## config.mk

```make
export PLATFORM = sky130hd
export DESIGN_NAME = jac_wb_regfile
export DESIGN_NICKNAME = d
export VERILOG_FILES = /design/src/rtl/jac_pkg.sv /design/src/rtl/jac_wb_queue.sv /design/src/rtl/jac_wb_regfile.sv
export SDC_FILE = /design/constraint.sdc
export NUM_CORES = 1
export LEC_CHECK = 0
export ABC_AREA = 0
export ABC_CLOCK_PERIOD_IN_PS = 3350
export CAP_MARGIN = 20
export CORE_UTILIZATION = 40
export CTS_CLUSTER_DIAMETER = 30
export DETAILED_ROUTE_END_ITERATION = 16
export MAX_ROUTING_LAYER = met4
export PLACE_DENSITY = 0.69
export SLEW_MARGIN = 20
export SYNTH_ARGS = -nofsm -noshare
export SYNTH_HDL_FRONTEND = slang
export SYNTH_SLANG_ARGS = --single-unit
```

## constraint.sdc

```tcl
create_clock -name clk -period 3.35 [get_ports clk]
set_clock_uncertainty 0.05 [all_clocks]
set_input_delay 0.8375 -clock clk [delete_from_list [all_inputs] [get_ports clk]]
set_output_delay 0.8375 -clock clk [all_outputs]
set_load 0.02 [all_outputs]
```

## src/rtl/jac_pkg.sv

```systemverilog
// Shared ALU_J / write-back definitions: widths, status bit indices, queue entry type, opcodes.
package jac_pkg;

  localparam int unsigned DataWidth     = 8;
  localparam int unsigned NumStatusBits = 3;
  localparam int unsigned NumRegs       = 8;
  localparam int unsigned AddrBits      = 3;
  localparam int unsigned QDepth        = 2;

  localparam int unsigned STAT_OVF  = 0;
  localparam int unsigned STAT_UNF  = 1;
  localparam int unsigned STAT_ZERO = 2;

  // ALU_J opcodes, kept here so both stages agree on the encoding.
  localparam logic [2:0] OP_ADD = 3'd0;
  localparam logic [2:0] OP_SUB = 3'd1;
  localparam logic [2:0] OP_AND = 3'd2;
  localparam logic [2:0] OP_OR  = 3'd3;
  localparam logic [2:0] OP_XOR = 3'd4;
  localparam logic [2:0] OP_SHL = 3'd5;
  localparam logic [2:0] OP_SHR = 3'd6;
  localparam logic [2:0] OP_MOV = 3'd7;

  typedef struct packed {
    logic [AddrBits-1:0]      addr;
    logic [DataWidth-1:0]     result;
    logic [NumStatusBits-1:0] status;
    logic                     flags_we;
  } wb_entry_t;

endpackage

```

## src/rtl/jac_wb_queue.sv

```systemverilog
// Two-entry write-back FIFO; entry 0 is always the head. The tail view exists only when
// JAC_WB_BYPASS_EN is defined.
module jac_wb_queue
  import jac_pkg::*;
(
  input  logic      clk,
  input  logic      rst,
  input  logic      push_valid,
  output logic      push_ready,
  input  wb_entry_t push_entry,
  input  logic      pop,
  output wb_entry_t head,
  output logic [1:0] count
`ifdef JAC_WB_BYPASS_EN
  ,
  output wb_entry_t tail
`endif
);

  wb_entry_t  e0_q, e0_d;
  wb_entry_t  e1_q, e1_d;
  logic [1:0] count_q, count_d;
  logic       push;

  // Readiness comes from registered occupancy only, so a same-cycle pop never frees a full queue.
  assign push_ready = (count_q != 2'd2);
  assign push       = push_valid && push_ready;

  always_comb begin
    e0_d    = e0_q;
    e1_d    = e1_q;
    count_d = count_q;
    if (pop && (count_q != 2'd0)) begin
      e0_d    = e1_q;
      count_d = count_q - 2'd1;
    end
    if (push) begin
      if (count_d == 2'd0) begin
        e0_d = push_entry;
      end else begin
        e1_d = push_entry;
      end
      count_d = count_d + 2'd1;
    end
  end

  always_ff @(posedge clk) begin
    if (rst) begin
      e0_q    <= '0;
      e1_q    <= '0;
      count_q <= 2'd0;
    end else begin
      e0_q    <= e0_d;
      e1_q    <= e1_d;
      count_q <= count_d;
    end
  end

  assign head  = e0_q;
  assign count = count_q;
`ifdef JAC_WB_BYPASS_EN
  assign tail  = e1_q;
`endif

endmodule

```

## src/rtl/jac_wb_regfile.sv

```systemverilog
// Write-back stage and 8x8 register file behind ALU_J. Define JAC_WB_BYPASS_EN to forward
// queued results to the read ports.
module jac_wb_regfile
  import jac_pkg::*;
(
  input  logic                     clk,
  input  logic                     rst,
  input  logic                     wb_valid,
  output logic                     wb_ready,
  input  logic [AddrBits-1:0]      wb_addr,
  input  logic [DataWidth-1:0]     wb_result,
  input  logic [NumStatusBits-1:0] wb_status,
  input  logic                     wb_flags_we,
  input  logic                     ld_we,
  input  logic [AddrBits-1:0]      ld_addr,
  input  logic [DataWidth-1:0]     ld_data,
  input  logic [AddrBits-1:0]      rd_addr1,
  input  logic [AddrBits-1:0]      rd_addr2,
  output logic [DataWidth-1:0]     rd_data1,
  output logic [DataWidth-1:0]     rd_data2,
  output logic [NumStatusBits-1:0] status_reg,
  output logic [1:0]               pending,
  output logic                     idle
);

  logic [DataWidth-1:0]     regs_q [NumRegs];
  logic [DataWidth-1:0]     regs_d [NumRegs];
  logic [NumStatusBits-1:0] status_q, status_d;

  wb_entry_t  push_entry;
  wb_entry_t  head;
  logic [1:0] count;
  logic       pop;

  assign push_entry = '{addr: wb_addr, result: wb_result, status: wb_status,
                        flags_we: wb_flags_we};

  // Loads own the write port; retirement waits.
  assign pop = (count != 2'd0) && !ld_we;

`ifdef JAC_WB_BYPASS_EN
  wb_entry_t tail;

  jac_wb_queue u_queue (
    .clk        (clk),
    .rst        (rst),
    .push_valid (wb_valid),
    .push_ready (wb_ready),
    .push_entry (push_entry),
    .pop        (pop),
    .head       (head),
    .count      (count),
    .tail       (tail)
  );

  // Youngest matching entry wins: the tail when two are queued, else the head.
  function automatic logic [DataWidth-1:0] fwd_read(input logic [AddrBits-1:0] a);
    if ((count == 2'd2) && (tail.addr == a)) begin
      return tail.result;
    end else if ((count != 2'd0) && (head.addr == a)) begin
      return head.result;
    end
    return regs_q[a];
  endfunction

  assign rd_data1 = fwd_read(rd_addr1);
  assign rd_data2 = fwd_read(rd_addr2);
`else
  jac_wb_queue u_queue (
    .clk        (clk),
    .rst        (rst),
    .push_valid (wb_valid),
    .push_ready (wb_ready),
    .push_entry (push_entry),
    .pop        (pop),
    .head       (head),
    .count      (count)
  );

  assign rd_data1 = regs_q[rd_addr1];
  assign rd_data2 = regs_q[rd_addr2];
`endif

  always_comb begin
    regs_d   = regs_q;
    status_d = status_q;
    if (ld_we) begin
      regs_d[ld_addr] = ld_data;
    end else if (pop) begin
      regs_d[head.addr] = head.result;
      if (head.flags_we) begin
        status_d = head.status;
      end
    end
  end

  always_ff @(posedge clk) begin
    if (rst) begin
      for (int i = 0; i < NumRegs; i++) begin
        regs_q[i] <= '0;
      end
      status_q <= '0;
    end else begin
      regs_q   <= regs_d;
      status_q <= status_d;
    end
  end

  assign status_reg = status_q;
  assign pending    = count;
  assign idle       = (count == 2'd0);

endmodule

```

# After elaboration in Yosys (flattened, before gate mapping)

Cells that the tools add are included.

Register bits after elaboration: 99
Input port bits: 36
Output and inout bits: 23
Logic and storage cells: 64

Add/sub/neg operators: 2
$lt $le $gt $ge: 6
Eq/ne operators: 1
Mux-type cells: 19
Bitwise gates (word level): 6
Reductions and logical operators: 12

Operator list:

| operator            | number |
|---|---|
| $bwmux 64           | 2 |
| $mux 64             | 2 |
| $bmux 8 s3          | 2 |
| $demux 8 s3         | 2 |
| $mux 8              | 6 |
| $mux 15             | 3 |
| $ge 4x4->1 const B  | 4 |
| $not 3->4           | 4 |
| $lt 4x1->1 const B  | 2 |
| $logic_and 1x1->1   | 5 |
| $logic_not 2->1     | 2 |
| $mux 2              | 2 |
| $reduce_bool 2->1   | 2 |
| $reduce_and 3->1    | 1 |
| $add 2x1->2 const B | 1 |
| $ne 2x2->1 const B  | 1 |
| $not 1->1           | 2 |
| $reduce_and 2->1    | 1 |
| $sub 2x1->2 const B | 1 |
| $logic_not 1->1     | 1 |

# Longest topological paths before layout

Gate-level depths: netlist (run 1).

Depth after elaboration: 8
Depth in mapped cells: 12
Gate-level depth less buffers: 8

# Cells and area by module

A second synthesis (run 1) with hierarchy kept.

Cells, all modules: 659
Area, all modules: 6109.6 µm²

By module, submodules not included:

| module         | times used | cells an instance | area an instance (µm²) | sequential area each (µm²) |
|---|---|---|---|---|
| jac_wb_regfile | 1          | 507               | 4732.0                 | 1341.3 |
| jac_wb_queue   | 1          | 152               | 1377.6                 | 640.6 |

# Least setup slack after synthesis (run 1)

No wires, ideal clock.

Path kind: in2out
From: input port rd_addr1[0]
To: output port rd_data1[0]
Data arrival time: 2.202 ns
Setup slack: 0.260 ns
Stages on the path: 4
Path buffers: 2
Cells stage by stage: buf_2 > buf_2 > mux4_2 > mux2_2

Longest elaborated chain between the ends: 4

RTL lines:

| element                                    | RTL line             | text |
|---|---|---|
| from (decl)                                | jac_wb_regfile.sv:17 | `input logic [AddrBits-1:0] rd_addr1,` |
| $not 3->4 (implied by the code)            | jac_wb_regfile.sv:80 | `assign rd_data1 = regs_q[rd_addr1];` |
| $bmux 8 s3                                 | jac_wb_regfile.sv:80 |  |
| $mux 8 (implied by the code) (2 in series) | jac_wb_regfile.sv:80 |  |
| to (decl)                                  | jac_wb_regfile.sv:19 | `output logic [DataWidth-1:0] rd_data1,` |

Every way passes these cells. The select of a mux whose other input is x is not followed.

# Worst setup path in the final report (run 1)

From: input port rd_addr1[0]
To: output port rd_data1[3]

Same word-level chain as after synthesis.

==> results of run 1 <==
placed cells by master, fill, tap and decap left out, types with 12 or more instances in the layout:
| cell type | netlist | routed |
|---|---|---|
| a21oi_1 | 16 | 16 |
| nor2_1 | 75 | 75 |
| nand2_1 | 111 | 111 |
| mux4_2 | 32 | 32 |
| dfxtp_1 | 99 | 99 |
| mux2_2 | 16 | 16 |
| clkdlybuf4s50_1 | 0 | 39 |
| a221oi_1 | 23 | 23 |
| o21ai_0 | 16 | 16 |
| a221oi_2 | 41 | 41 |
| buf_4 | 4 | 24 |
| o22ai_1 | 64 | 64 |
| inv_1 | 12 | 12 |
| a311oi_1 | 15 | 15 |
layout make-up:
class / instances / area, sq um
clock buffer: 10 / 229
clock inverter: 6 / 71.3
fill: 1354 / 7620
inverter: 12 / 45.0
multi-input combinational: 461 / 3650
sequential: 99 / 1980
tap: 184 / 230
timing repair buffer: 90 / 931
where the power goes:
part	switching (mW)	internal, mW	total (mW)
clock	0.482	0.586	1.07
sequential	0.393	1.40	1.79
combinational	0.911	0.675	1.59
total	1.79	2.66	4.45
critical path, stage by stage:
cell and delay (ps):
clkdlybuf4s15_2 220, bufbuf_16 290, mux4_2 490, mux2_2 280, dlygate4sd2_1 320
how the worst min path moves through the flow:
stage | from | to
final | u_queue.e1_q[14]$_SDFFE_PP0P_ | u_queue.e1_q[14]$_SDFFE_PP0P_
after global routing | u_queue.e1_q[5]$_SDFFE_PP0P_ | u_queue.e1_q[5]$_SDFFE_PP0P_
after CTS | u_queue.e1_q[14]$_SDFFE_PP0P_ | u_queue.e1_q[14]$_SDFFE_PP0P_
after detailed placement | u_queue.e1_q[14]$_SDFFE_PP0P_ | u_queue.e1_q[14]$_SDFFE_PP0P_
after global placement | u_queue.e1_q[4]$_SDFFE_PP0P_ | u_queue.e1_q[4]$_SDFFE_PP0P_
after floorplan | u_queue.e1_q[0]$_SDFFE_PP0P_ | u_queue.e1_q[0]$_SDFFE_PP0P_
Yosys cell counts (2+ instances only):
library cell | number | share of area (%)
nand2_1 | 111 | 6.8
dfxtp_1 | 99 | 32
nor2_1 | 75 | 4.6
o22ai_1 | 64 | 6.5
a221oi_2 | 41 | 10
clkbuf_1 | 37 | 2.3
mux4_2 | 32 | 12
buf_1 | 31 | 1.9
a221oi_1 | 23 | 3.3
a21oi_1 | 16 | 1.3
mux2_2 | 16 | 2.9
o21ai_0 | 16 | 1.3
a311oi_1 | 15 | 2.1
buf_2 | 12 | 0.98
inv_1 | 12 | 0.74
buf_6 | 7 | 1.3
nor4bb_1 | 6 | 0.98
or2_1 | 6 | 0.61
and4b_1 | 4 | 0.65
buf_4 | 4 | 0.49
ha_1 | 3 | 0.61
mux2i_1 | 3 | 0.49
nand4b_1 | 3 | 0.43
nor4b_4 | 3 | 1.2
or4bb_1 | 3 | 0.55
nand2b_1 | 2 | 0.20
or3b_2 | 2 | 0.29
logic make-up (layout without fill, tap and decap cells):
group | after synthesis | in the layout | synth area share, %
fa+ha+maj | 3 | 3 | 0.613
flops | 99 | 99 | 32.4
buf+inv | 104 | 118 | 7.99
compound gates | 177 | 177 | 24.9
simple gates | 228 | 228 | 18.4
mux | 51 | 51 | 15.2
xor+xnor | 2 | 2 | 0.511
routing by layer:
layer | vias up | routed length, um | global-route usage (%)
met1 | 2736 | 7800 | 32.2
li1 | 2502 | - | -
met4 | 0 | 667 | 10.3
met5 | - | 0 | -
met3 | 52 | 2210 | 6.92
met2 | 366 | 9130 | 42.5
metrics by stage:
| stage | cell area [sq um] | setup WS [ps] | TNS (ps) | utilization (%) |
|---|---|---|---|---|
| 3_5_place_dp | 6800 | -444 | -6700 | 46.1 |
| 3_3_place_gp | 6800 | -428 | -6460 | 46.1 |
| 4_1_cts | 7150 | 4.16 | 0 | 48.5 |
| 6_report | 7140 | 28.1 | 0 | 48.4 |
| 2_1_floorplan | 6120 | 260 | 0 | - |
| 5_1_grt | 7140 | 2.86 | 0 | 48.4 |
what timing repair did:
item / in CTS / in global routing
gates cloned: 2 / 0
setup endpoints to repair: 16 / 13
resized for setup: 28 / 13
==> flow_summary.ini, run 1 <==
[global_routing]
grt_pass1_vias = 5575
track_usage_pct = 26.6
grt_antenna_before_repair = 0
grt_max_degree = 57
grt_pass1_wl_mm = 31.3
grt-ovfl-total = 0

[floorplan]
core_region_area_sq_um = 14800
die_h_um = 126
top_level_ports = 59
die_x_um = 126
start_util_pct = 41.5
row_count = 44
dieArea_sq_um = 15800

[setup_path]
worstSetupEndpointType = output pin
reg2reg_from = u_queue.count[0]$_SDFF_PP0_
reg2reg_setup_slack_ps = 640
path_max_fanout = 8
r2r_cells = 5
crit_end = rd_data1[3]
cp_data_arrival_time_ps = 2430
start_kind = input pin
rr_endpoint = regs_q[21]$_SDFFE_PP0P_
path_class = input pin to output pin
critPathRequiredTime_ps = 2460
crit_start = rd_addr1[0]

[pwr]
cellPowerDensity_nw_per_um2 = 623
p_total_mw = 4.45
vdd_drop_max_uv = 572
power.leakage_nw = 2.26

[yosys]
yosys_warnings = 0
netlist_instances = 664
synth_area_per_cell_sq_um = 9.22
synth-seq-area-share_pct = 32.4
synthFlopType = dfxtp_1
synthesis.nets = 703
synth_cell_types = 45
synth_edf_count = 0
synthArstFlopShare_pct = 0
synth_area_sq_um = 6120
ys_ff_latch = 99

[placed_design]
routabilityCongestion = 0.915
hpwl_mm = 13.7
placed_cells = 844
portBuffers = 58

[clocking]
clk_pin_slew_ps = 70
cts.path.max_buffers = 2
cts_tree = done
clk_latency_ps = 350
cts_buffers = 9
cts_hold_buffers = 0
cts_root_buf = clkbuf_16
postCtsSetupBuffers = 0
cts.sinks = 99
htree_levels = 3

[detailed_routing]
drt-total-wl_mm = 19.8
drc_errors = 7
viasPerCell = 6.56
vias = 5656
drt_iter0_drc = 724
firstDrtPassIters = 13
wire_per_inst_um = 23.0
ant_nets = 0

[min_path]
hold_path.class = register to register
whs_path_depth = 2

[timing]
holdWs_ps = 407
slew_headroom_pct = 50.2
slew_violations = 0
hold_viol = 0
rsz0062_at_grt = no
period_share_pct = 99.2
min_period_ps = 3320
tightest_slew_ps = 747
max_freq_mhz = 301
setup_violations = 0

[layout]
fin_cells = 862
n_antenna_cell = 0
syn2layout_area_growth_pct = 16.6
top_register = regs_q
drive_above_1_share_pct = 23.0
largest_reg_flops = 64
nets = 712

[outcome]
outcome = finished, violations left
violations = design-rule violations

[job]
max_cap_violations = 0
Power figures use the tool's default switching activity.
==> inputs of run 2 (changes only) <==
--- a/config.mk
+++ b/config.mk
@@ -8,6 +8,7 @@
 export ABC_AREA = 0
 export ABC_CLOCK_PERIOD_IN_PS = 3350
 export CAP_MARGIN = 20
+export CORE_MARGIN = 8
 export CORE_UTILIZATION = 40
 export CTS_CLUSTER_DIAMETER = 30
 export DETAILED_ROUTE_END_ITERATION = 16
==> run 2 against run 1 <==
- combinational power barely moved
- via count fell by 0.74%
- the flow now finishes without violations
- largest power group unchanged
- utilization fell by 1.0 points
- global-route usage fell by 5.3 points
- critical path type unchanged
- largest cell class unchanged
- critical endpoint is now rd_data1[0]
==> flow_summary.ini, run 2 (synthesized netlist as in run 1, its figures left out) <==
[timing]
period_share_pct = 99.0
setup_violations = 0
min_period_ps = 3320
fin_ws_ps = 34.1
rsz0062_at_grt = no
hold_viol = 0
tightest_slew_ps = 736
slew_headroom_pct = 50.9
max_freq_mhz = 302
slew_violations = 0

[setup_path]
max_stage_delay_ps = 490
cp_data_arrival_time_ps = 2430
reg2reg_from = u_queue.count[0]$_SDFF_PP0_
reg2reg_setup_slack_ps = 680
path_class = input pin to output pin
crit_start = rd_addr1[0]
start_kind = input pin
worstSetupEndpointType = output pin
rr_endpoint = u_queue.e1_q[3]$_SDFFE_PP0P_
crit_end = rd_data1[0]
path_max_fanout = 8
critPathRequiredTime_ps = 2460
cp_slowest_cell = mux4_2
r2r_cells = 8
crit_chain = clkdlybuf4s15_2, bufbuf_16, mux4_2, mux2_2, clkdlybuf4s15_1

[layout]
design_area_sq_um = 7150
multi_input_area_sq_um = 3650
layout_common_cells = nand2_1 (111), dfxtp_1 (99), nor2_1 (75)
largest_reg_flops = 64
fillers = 1403
n_antenna_cell = 0
nets = 714
fin_util_pct = 47.4
drive_above_1_share_pct = 23.8
top_register = regs_q
final_common_cell = nand2_1
regArea_sq_um = 1980
syn2layout_area_growth_pct = 16.8

[global_routing]
grt_util_met1_pct = 26.8
track_usage_pct = 21.3
grt_pass1_vias = 5613
grt.busiest_layer = met2
grt_use_met3_pct = 5.88
grt_antenna_before_repair = 0
grt_max_degree = 49
grt_pass1_wl_mm = 32.0
grt-ovfl-total = 0
grt.met2_usage_pct = 32.1

[placed_design]
portBuffers = 58
hpwl_mm = 14.3
place_area_sq_um = 6780
routabilityCongestion = 0.947
dpl_worst_slack_ps = -474

[floorplan]
die_x_um = 140
top_level_ports = 59
start_util_pct = 40.6
dieArea_sq_um = 19500
row_count = 45
die_h_um = 140
core_region_area_sq_um = 15100

[clocking]
cts_buffers = 9
htree_levels = 3
postCtsSetupBuffers = 0
clk_pin_slew_ps = 70
cts.sinks = 99
cts.path.max_buffers = 2
cts_tree = done
clk_latency_ps = 350
cts_root_buf = clkbuf_16

[detailed_routing]
drt_iter0_drc = 625
drc_errors = 0
vias = 5614
firstDrtPassIters = 5
wire_per_inst_um = 23.4
viasPerCell = 6.47
drt-total-wl_mm = 20.3
ant_nets = 0

[outcome]
outcome = complete, no violations

[pwr]
vdd_drop_max_uv = 667
power.leakage_nw = 2.28
cellPowerDensity_nw_per_um2 = 637

[min_path]
hold_path.class = register to register

[job]
max_cap_violations = 0
==> run 2: changes by cell type in the layout (fill, tap and decap cells not counted), moves of 2 or more <==
cell	previous run	this run
buf_4	24	29
clkdlybuf4s15_1	9	6
inv_6	2	0
buf_12	7	4
clkbuf_2	5	8
inv_8	0	3
==> run 2: metrics by stage <==
stage / hold slack, ps / total power, mW / TNS, ps / std cells
detailed placement: 398 / 3.35 / -6920 / 850
floorplan: 387 / 2.83 / 0 / 664
CTS: 409 / 4.53 / 0 / 868
global route: 419 / 4.76 / 0 / 868
finish: 406 / 4.55 / 0 / 868
global placement: 392 / 3.29 / -6810 / 850
==> run 2: worst max-delay path: cells and delay by family <==
| kind | cells | cell delay (ps) |
|---|---|---|
| multiplexers | 2 | 770 |
| buffers and inverters | 3 | 810 |
==> run 2: worst min-delay path by stage <==
stage	slack [ps]	to	cells after the start	startpoint
CTS	410	u_queue.e1_q[10]$_SDFFE_PP0P_	2	u_queue.e1_q[10]$_SDFFE_PP0P_
detailed placement	400	u_queue.e1_q[7]$_SDFFE_PP0P_	2	u_queue.e1_q[7]$_SDFFE_PP0P_
global placement	390	u_queue.e1_q[11]$_SDFFE_PP0P_	2	u_queue.e1_q[11]$_SDFFE_PP0P_
floorplan	390	u_queue.e1_q[0]$_SDFFE_PP0P_	2	u_queue.e1_q[0]$_SDFFE_PP0P_
global route	420	u_queue.e1_q[8]$_SDFFE_PP0P_	2	u_queue.e1_q[8]$_SDFFE_PP0P_
finish	410	u_queue.e1_q[14]$_SDFFE_PP0P_	2	u_queue.e1_q[14]$_SDFFE_PP0P_
==> run 2: routing by layer <==
metal	vias to the layer above	routed length, um
met4	0	571
met2	375	9120
met3	48	2330
met1	2678	8300
met5	-	0
li1	2513	-
==> run 2: timing repair <==
item                                    4_1_cts  5_1_grt
gates resized for setup                      29       15
hold buffers                                  0        0
endpoints found under the setup margin       16       14
gates cloned                                  2        0
==> run 2: layout make-up <==
cell class,instances,area share (%)
Multi-Input combinational cell,461,51.1
Clock buffer,9,3.15
Timing Repair Buffer,92,12.5
Tap cell,188,3.29
Clock inverter,7,1.65
Inverter,12,0.630
Sequential cell,99,27.7
==> run 2: where the power goes <==
part | leakage (nW) | total [mW] | switching, mW | internal (mW)
Combinational | 1.31 | 1.56 | 0.896 | 0.663
Sequential | 0.808 | 1.79 | 0.395 | 1.40
Clock | 0.164 | 1.20 | 0.521 | 0.677
Total | 2.28 | 4.55 | 1.81 | 2.74
